<file path="src/rtl/pbus_arbiter_if.sv">
// rtl/pbus_arbiter_if.sv - request/response and bridge-side signal bundle for pbus_arbiter
// The "slave" modport is the arbiter's view; "master" is the surrounding masters plus bridge port.
interface pbus_arbiter_if;
  logic        m0_req;
  logic        m1_req;
  logic        m0_we;
  logic        m1_we;
  logic [31:0] m0_addr;
  logic [31:0] m1_addr;
  logic [31:0] m0_wd;
  logic [31:0] m1_wd;
  logic        m0_ack;
  logic        m1_ack;
  logic [31:0] m0_rd;
  logic [31:0] m1_rd;
  logic        err;
  logic [31:0] s_addr;
  logic [31:0] s_wd;
  logic        s_we;
  logic [31:0] s_rd;
  logic        s_rdy;
  logic        gnt_id;
  logic        busy;

  modport slave (
    input  m0_req, m1_req, m0_we, m1_we, m0_addr, m1_addr, m0_wd, m1_wd, s_rd, s_rdy,
    output m0_ack, m1_ack, m0_rd, m1_rd, err, s_addr, s_wd, s_we, gnt_id, busy
  );

  modport master (
    output m0_req, m1_req, m0_we, m1_we, m0_addr, m1_addr, m0_wd, m1_wd, s_rd, s_rdy,
    input  m0_ack, m1_ack, m0_rd, m1_rd, err, s_addr, s_wd, s_we, gnt_id, busy
  );
endinterface

</file>
<file path="src/rtl/pbus_arbiter.sv">
// rtl/pbus_arbiter.sv - two-master peripheral-bus arbiter, fixed priority to m0 with starvation limit
// Grants one master, drives the latched request to the bridge, returns data with a one-cycle ack.
module pbus_arbiter #(
  parameter int unsigned HOLD = 4,
  parameter int unsigned TMO  = 15
) (
  input  logic          clk,
  input  logic          reset,
  pbus_arbiter_if.slave bus
);

  localparam logic [3:0] HOLD_C = 4'(HOLD);
  localparam logic [7:0] TMO_C  = 8'(TMO);

  typedef enum logic [1:0] {IDLE, ADDR, RESP} state_t;

  state_t      state;
  state_t      state_nxt;
  logic        grant;
  logic        pick_m1;
  logic        timeout;
  logic [3:0]  hold_cnt;
  logic [7:0]  wait_cnt;
  logic [31:0] s_addr_q;
  logic [31:0] s_wd_q;
  logic        s_we_q;
  logic        gnt_q;
  logic [31:0] resp_q;
  logic        err_q;

  always_ff @(posedge clk or negedge reset) begin
    if (!reset) begin
      state <= IDLE;
    end else begin
      state <= state_nxt;
    end
  end

  always_comb begin
    state_nxt = state;
    grant     = 1'b0;
    pick_m1   = 1'b0;
    timeout   = 1'b0;
    case (state)
      IDLE: begin
        if (bus.m0_req || bus.m1_req) begin
          grant     = 1'b1;
          pick_m1   = bus.m1_req && (!bus.m0_req || hold_cnt == HOLD_C);
          state_nxt = ADDR;
        end
      end
      ADDR: begin
        if (bus.s_rdy) begin
          state_nxt = RESP;
        end else if (wait_cnt == TMO_C) begin
          timeout   = 1'b1;
          state_nxt = RESP;
        end
      end
      RESP:    state_nxt = IDLE;
      default: state_nxt = IDLE;
    endcase
  end

  // s_we is cleared on leaving ADDR so a write is presented only while the slave can accept it.
  always_ff @(posedge clk or negedge reset) begin
    if (!reset) begin
      s_addr_q <= '0;
      s_wd_q   <= '0;
      s_we_q   <= 1'b0;
      gnt_q    <= 1'b0;
      wait_cnt <= '0;
      hold_cnt <= '0;
      resp_q   <= '0;
      err_q    <= 1'b0;
    end else begin
      if (grant) begin
        gnt_q    <= pick_m1;
        s_addr_q <= pick_m1 ? bus.m1_addr : bus.m0_addr;
        s_wd_q   <= pick_m1 ? bus.m1_wd   : bus.m0_wd;
        s_we_q   <= pick_m1 ? bus.m1_we   : bus.m0_we;
        wait_cnt <= '0;
      end
      if (state == ADDR) begin
        if (bus.s_rdy) begin
          resp_q <= s_we_q ? 32'h0 : bus.s_rd;
          err_q  <= 1'b0;
          s_we_q <= 1'b0;
        end else if (timeout) begin
          resp_q <= '0;
          err_q  <= 1'b1;
          s_we_q <= 1'b0;
        end else begin
          wait_cnt <= wait_cnt + 8'd1;
        end
      end
      // Starvation counter only tracks m0 wins that happened while m1 was waiting.
      if (state == IDLE) begin
        if (!bus.m1_req || (grant && pick_m1)) begin
          hold_cnt <= '0;
        end else if (grant && hold_cnt != HOLD_C) begin
          hold_cnt <= hold_cnt + 4'd1;
        end
      end
    end
  end

  assign bus.s_addr = s_addr_q;
  assign bus.s_wd   = s_wd_q;
  assign bus.s_we   = s_we_q;
  assign bus.gnt_id = gnt_q;
  assign bus.busy   = (state != IDLE);
  assign bus.m0_ack = (state == RESP) && !gnt_q;
  assign bus.m1_ack = (state == RESP) && gnt_q;
  assign bus.m0_rd  = bus.m0_ack ? resp_q : 32'h0;
  assign bus.m1_rd  = bus.m1_ack ? resp_q : 32'h0;
  assign bus.err    = (state == RESP) && err_q;

endmodule

</file>
<file path="src/flat_wrapper.sv">
// flat-port wrapper written by rule: the top's interface ports become plain ports
module pbus_arbiter_flat 
#(
  parameter int unsigned HOLD = 4,
  parameter int unsigned TMO  = 15
)
  (clk, reset, bus_m0_req, bus_m1_req, bus_m0_we, bus_m1_we, bus_m0_addr, bus_m1_addr, bus_m0_wd, bus_m1_wd, bus_s_rd, bus_s_rdy, bus_m0_ack, bus_m1_ack, bus_m0_rd, bus_m1_rd, bus_err, bus_s_addr, bus_s_wd, bus_s_we, bus_gnt_id, bus_busy);
  pbus_arbiter_if bus_i ();
  input  logic clk;
  input  logic reset;
  input wire logic [$bits(bus_i.m0_req)-1:0] bus_m0_req;
  input wire logic [$bits(bus_i.m1_req)-1:0] bus_m1_req;
  input wire logic [$bits(bus_i.m0_we)-1:0] bus_m0_we;
  input wire logic [$bits(bus_i.m1_we)-1:0] bus_m1_we;
  input wire logic [$bits(bus_i.m0_addr)-1:0] bus_m0_addr;
  input wire logic [$bits(bus_i.m1_addr)-1:0] bus_m1_addr;
  input wire logic [$bits(bus_i.m0_wd)-1:0] bus_m0_wd;
  input wire logic [$bits(bus_i.m1_wd)-1:0] bus_m1_wd;
  input wire logic [$bits(bus_i.s_rd)-1:0] bus_s_rd;
  input wire logic [$bits(bus_i.s_rdy)-1:0] bus_s_rdy;
  output wire logic [$bits(bus_i.m0_ack)-1:0] bus_m0_ack;
  output wire logic [$bits(bus_i.m1_ack)-1:0] bus_m1_ack;
  output wire logic [$bits(bus_i.m0_rd)-1:0] bus_m0_rd;
  output wire logic [$bits(bus_i.m1_rd)-1:0] bus_m1_rd;
  output wire logic [$bits(bus_i.err)-1:0] bus_err;
  output wire logic [$bits(bus_i.s_addr)-1:0] bus_s_addr;
  output wire logic [$bits(bus_i.s_wd)-1:0] bus_s_wd;
  output wire logic [$bits(bus_i.s_we)-1:0] bus_s_we;
  output wire logic [$bits(bus_i.gnt_id)-1:0] bus_gnt_id;
  output wire logic [$bits(bus_i.busy)-1:0] bus_busy;
  assign bus_i.m0_req = bus_m0_req;
  assign bus_i.m1_req = bus_m1_req;
  assign bus_i.m0_we = bus_m0_we;
  assign bus_i.m1_we = bus_m1_we;
  assign bus_i.m0_addr = bus_m0_addr;
  assign bus_i.m1_addr = bus_m1_addr;
  assign bus_i.m0_wd = bus_m0_wd;
  assign bus_i.m1_wd = bus_m1_wd;
  assign bus_i.s_rd = bus_s_rd;
  assign bus_i.s_rdy = bus_s_rdy;
  assign bus_m0_ack = bus_i.m0_ack;
  assign bus_m1_ack = bus_i.m1_ack;
  assign bus_m0_rd = bus_i.m0_rd;
  assign bus_m1_rd = bus_i.m1_rd;
  assign bus_err = bus_i.err;
  assign bus_s_addr = bus_i.s_addr;
  assign bus_s_wd = bus_i.s_wd;
  assign bus_s_we = bus_i.s_we;
  assign bus_gnt_id = bus_i.gnt_id;
  assign bus_busy = bus_i.busy;
  pbus_arbiter #(.HOLD(HOLD), .TMO(TMO)) u_core (.clk(clk), .reset(reset), .bus(bus_i));
endmodule
</file>
<file path="config.mk">
export PLATFORM = sky130hd
export DESIGN_NAME = pbus_arbiter_flat
export DESIGN_NICKNAME = d
export VERILOG_FILES = /design/src/rtl/pbus_arbiter_if.sv /design/src/rtl/pbus_arbiter.sv /design/src/flat_wrapper.sv
export SDC_FILE = /design/constraint.sdc
export NUM_CORES = 1
export LEC_CHECK = 0
export BUFFER_PORTS_ARGS = -buffer_cell sky130_fd_sc_hd__clkbuf_2
export CAP_MARGIN = 20
export CELL_PAD_IN_SITES_DETAIL_PLACEMENT = 1
export CELL_PAD_IN_SITES_GLOBAL_PLACEMENT = 1
export CORE_ASPECT_RATIO = 1.5
export CORE_MARGIN = 4
export CORE_UTILIZATION = 35
export CTS_BUF_LIST = sky130_fd_sc_hd__clkbuf_8
export CTS_CLUSTER_DIAMETER = 30
export CTS_CLUSTER_SIZE = 8
export DETAILED_ROUTE_END_ITERATION = 16
export HOLD_SLACK_MARGIN = 0.03
export PLACE_DENSITY_LB_ADDON = 0.1
export SLEW_MARGIN = 40
export SYNTH_ARGS = -nofsm -noshare
export SYNTH_HDL_FRONTEND = slang
export SYNTH_SLANG_ARGS = --single-unit
</file>
<file path="constraint.sdc">
create_clock -name clk -period 3.3 [get_ports clk]
set_input_delay 0.99 -clock clk [delete_from_list [all_inputs] [get_ports clk]]
set_output_delay 0.99 -clock clk [all_outputs]
set_load 0.005 [all_outputs]
</file>
==> impl_metrics.ini <==
[run_status]
status = finished, final reports clean

[critical_path]
worst_ep_arrival_time_ns = 1.69
crit_fanout = 33
start_kind = register
r2r_slack_ns = 1.22
cp.required_ns = 2.31
cp-end-kind = primary output
crit_type = register to primary output

[cts]
clkTransAtPathRegs_ns = 0.07
cts_tree = built
ctsResizeCount = 0
clk-insertion-delay-late_ns = 0.42
post-cts-setup-buffers = 0
cts.sinks = 113
cts_buffer_depth = 2
cts_made_buffers = 17
htreeDepth = 4
hold_buffers = 0
root_buffer = clkbuf_8

[synthesis]
ys.flop_type = dfrtp_1
synth_top_family_by_area = simple AND/OR/NAND/NOR gates
yosysTopAreaCellShare = 0.504
synthMuxAreaShare = 0
ys_types = 34
async_reset_ff_frac = 1.00
synth_edf_count = 0
synthSimpleGateAreaFrac = 0.236
synth_top_area_cell = dfrtp_1
ys_top_cells_by_area = dfrtp_1 (50%), a21oi_1 (12%), and2_1 (7.1%), nand4b_1 (5.0%), nand2_1 (4.8%)
synth_cells = 650
syn_nets = 820
synth_compound_area_frac = 0.183
synth_adder_area_share = 0.00669
synth_xor_area_frac = 0
ys_seq_area_frac = 0.504
syn_avg_cell_area_um2 = 8.64
yosysWarningCount = 0
netlist_area_um2 = 5610
synth_seq_cells = 113

[floorplan]
rows = 56
core_um2 = 15700
die_width_um = 111
io_pins = 301
dieArea_um2 = 18200
dieHeight_um = 163
start_util = 0.358

[grt]
grt_pass1_wl_mm = 33.3
grt_usage = 0.228
grt_antenna_before_repair = 0
grt_pass1_vias = 6407
grt-ovfl-total = 0
grt_max_degree = 67

[layout]
area_delta_synth_final_pct = 37.9
seq_area_um2 = 2830
fin_nets = 1102
diodes = 0
fin_util = 0.493
multi_input_area_um2 = 2420
fin_area_um2 = 7740
drive_gt1_frac = 0.376
n_fill_cell = 1989

[flow_run]
drv_cap = 0

[sta]
relSlewSlack = 0.532
grt_setup_unrepaired = no
slew_viol_final = 0
fin_crit_sh = 0.812
fmax_ghz = 0.373
tightest_slew_ns = 0.699
finalHoldViolations = 0
post-route-min-period_ns = 2.68
setup_tns_ns = 0
setup_viol = 0
fin_skew_ns = 0.0110

[detailed_routing]
wl_mm = 21.1
drt-initial-drc-count = 258
first_pass_iters = 4
drc = 0
wire_per_inst_um = 18.3
routed-via-count = 5878
postRouteAntennaNets = 0
vias_per_cell = 5.12

[placement]
gp_congestion = 0.804
place.detailed.hpwl_mm = 15.8
io_buffers = 300
placed_area_um2 = 7320

[power]
switching_share = 0.394
clkPwrFrac = 0.220
combPwrFrac = 0.396
p_seq_frac = 0.384
powerDensity_nw_per_um2 = 817
max-vdd-ir-drop_v = 0.000298
p_int_w = 0.00383
power.switching_w = 0.00249
p_leak_nw = 4.01

[hold_path]
min_path_type = register to register
-- synth_stat cells (all sizes together), types with 5 or more instances --
library cell / number
nand3: 7
clkbuf: 24
nand2: 72
o21ai: 38
a21oi: 133
dfrtp: 113
buf: 26
o211ai: 5
inv: 40
nand4b: 32
nor2: 68
and2: 64
-- power by group through the flow --
stage | Clock, W | Sequential, W | Combinational [W]
2_1_floorplan | 0 | 0.00237 | 0.00141
3_3_place_gp | 0 | 0.00241 | 0.00243
3_5_place_dp | 0 | 0.00245 | 0.00254
4_1_cts | 0.00143 | 0.00244 | 0.00255
5_1_grt | 0.00149 | 0.00252 | 0.00282
6_report | 0.00139 | 0.00243 | 0.00250
-- stage by stage --
step | instances | total power, W | hold WS (ns) | worst slack (ns)
after floorplan | 650 | 0.00378 | 0.471 | 1.12
after global placement | 1116 | 0.00484 | 0.495 | 0.970
after detailed placement | 1116 | 0.00499 | 0.506 | 0.896
after CTS | 1148 | 0.00641 | 0.515 | 0.580
after global routing | 1148 | 0.00682 | 0.561 | 0.504
final | 1148 | 0.00632 | 0.509 | 0.621
-- path summary, 6_finish.rpt --
check | from | end | depth (start not counted)
worst max-delay path | u_core.state[0] | bus_m1_rd[26] | 4
worst min-delay path | u_core.wait_cnt[6] | u_core.wait_cnt[6] | 1
worst max register to register | u_core.state[0] | u_core.resp_q[0] | 3
worst min register to register | u_core.wait_cnt[6] | u_core.wait_cnt[6] | 1
max in group asynchronous | reset | u_core.bus.s_addr[8] | 2
min in group asynchronous | reset | u_core.hold_cnt[1] | 1
-- registers in the layout, summed over array words and instances, names as in the netlist --
signal and count:
u_core.bus.s_addr 32, u_core.bus.s_wd 32, u_core.resp_q 32, u_core.wait_cnt 8, u_core.hold_cnt 4, u_core.state 2, u_core.bus.gnt_id 1, u_core.bus.s_we 1
u_core.err_q 1
-- critical path, stage by stage, from the launching register on --
cell and delay [ns]:
dfrtp_1 0.43, and3b_1 0.23, buf_4 0.27, and2_1 0.19, clkbuf_2 0.13
-- cell type report --
class,instances,share of cell area
Multi-Input combinational cell,447,0.313
Sequential cell,113,0.365
Inverter,40,0.0194
Timing Repair Buffer,313,0.215
Clock buffer,19,0.0338
Tap cell,203,0.0328
Clock inverter,13,0.0209
-- logic make-up (layout without fill, tap and decap cells) --
group	count (synthesis)	in the layout
buffers and inverters	90	385
adder cells (fa/ha/maj)	3	3
AO/OA/AOI/OAI	190	190
flip-flops	113	113
AND/OR/NAND/NOR	254	254
-- layer usage --
layer,vias to the layer above,wire length [µm],global-route usage
met4,0,537,0.0825
met5,-,0,0
met2,263,11000,0.414
li1,2745,-,-
met1,2834,7800,0.248
met3,36,1750,0.0752
-- placed cells by master (no fill, tap or decap), drive strengths merged, types with 3 or more instances in the layout --
cell type and instances:
nand2 72, clkinv 6, o21ai 38, a21oi 133, and3b 3, dfrtp 113
bufinv 3, o31ai 3, o211ai 5, nand3 7, clkinvlp 4, nand4 3
buf 14, nand4b 32, ha 3, inv 40, o311ai 3, and2 64
nor2 68, clkbuf 318, o41ai 3
Power figures use the tool's default switching activity.
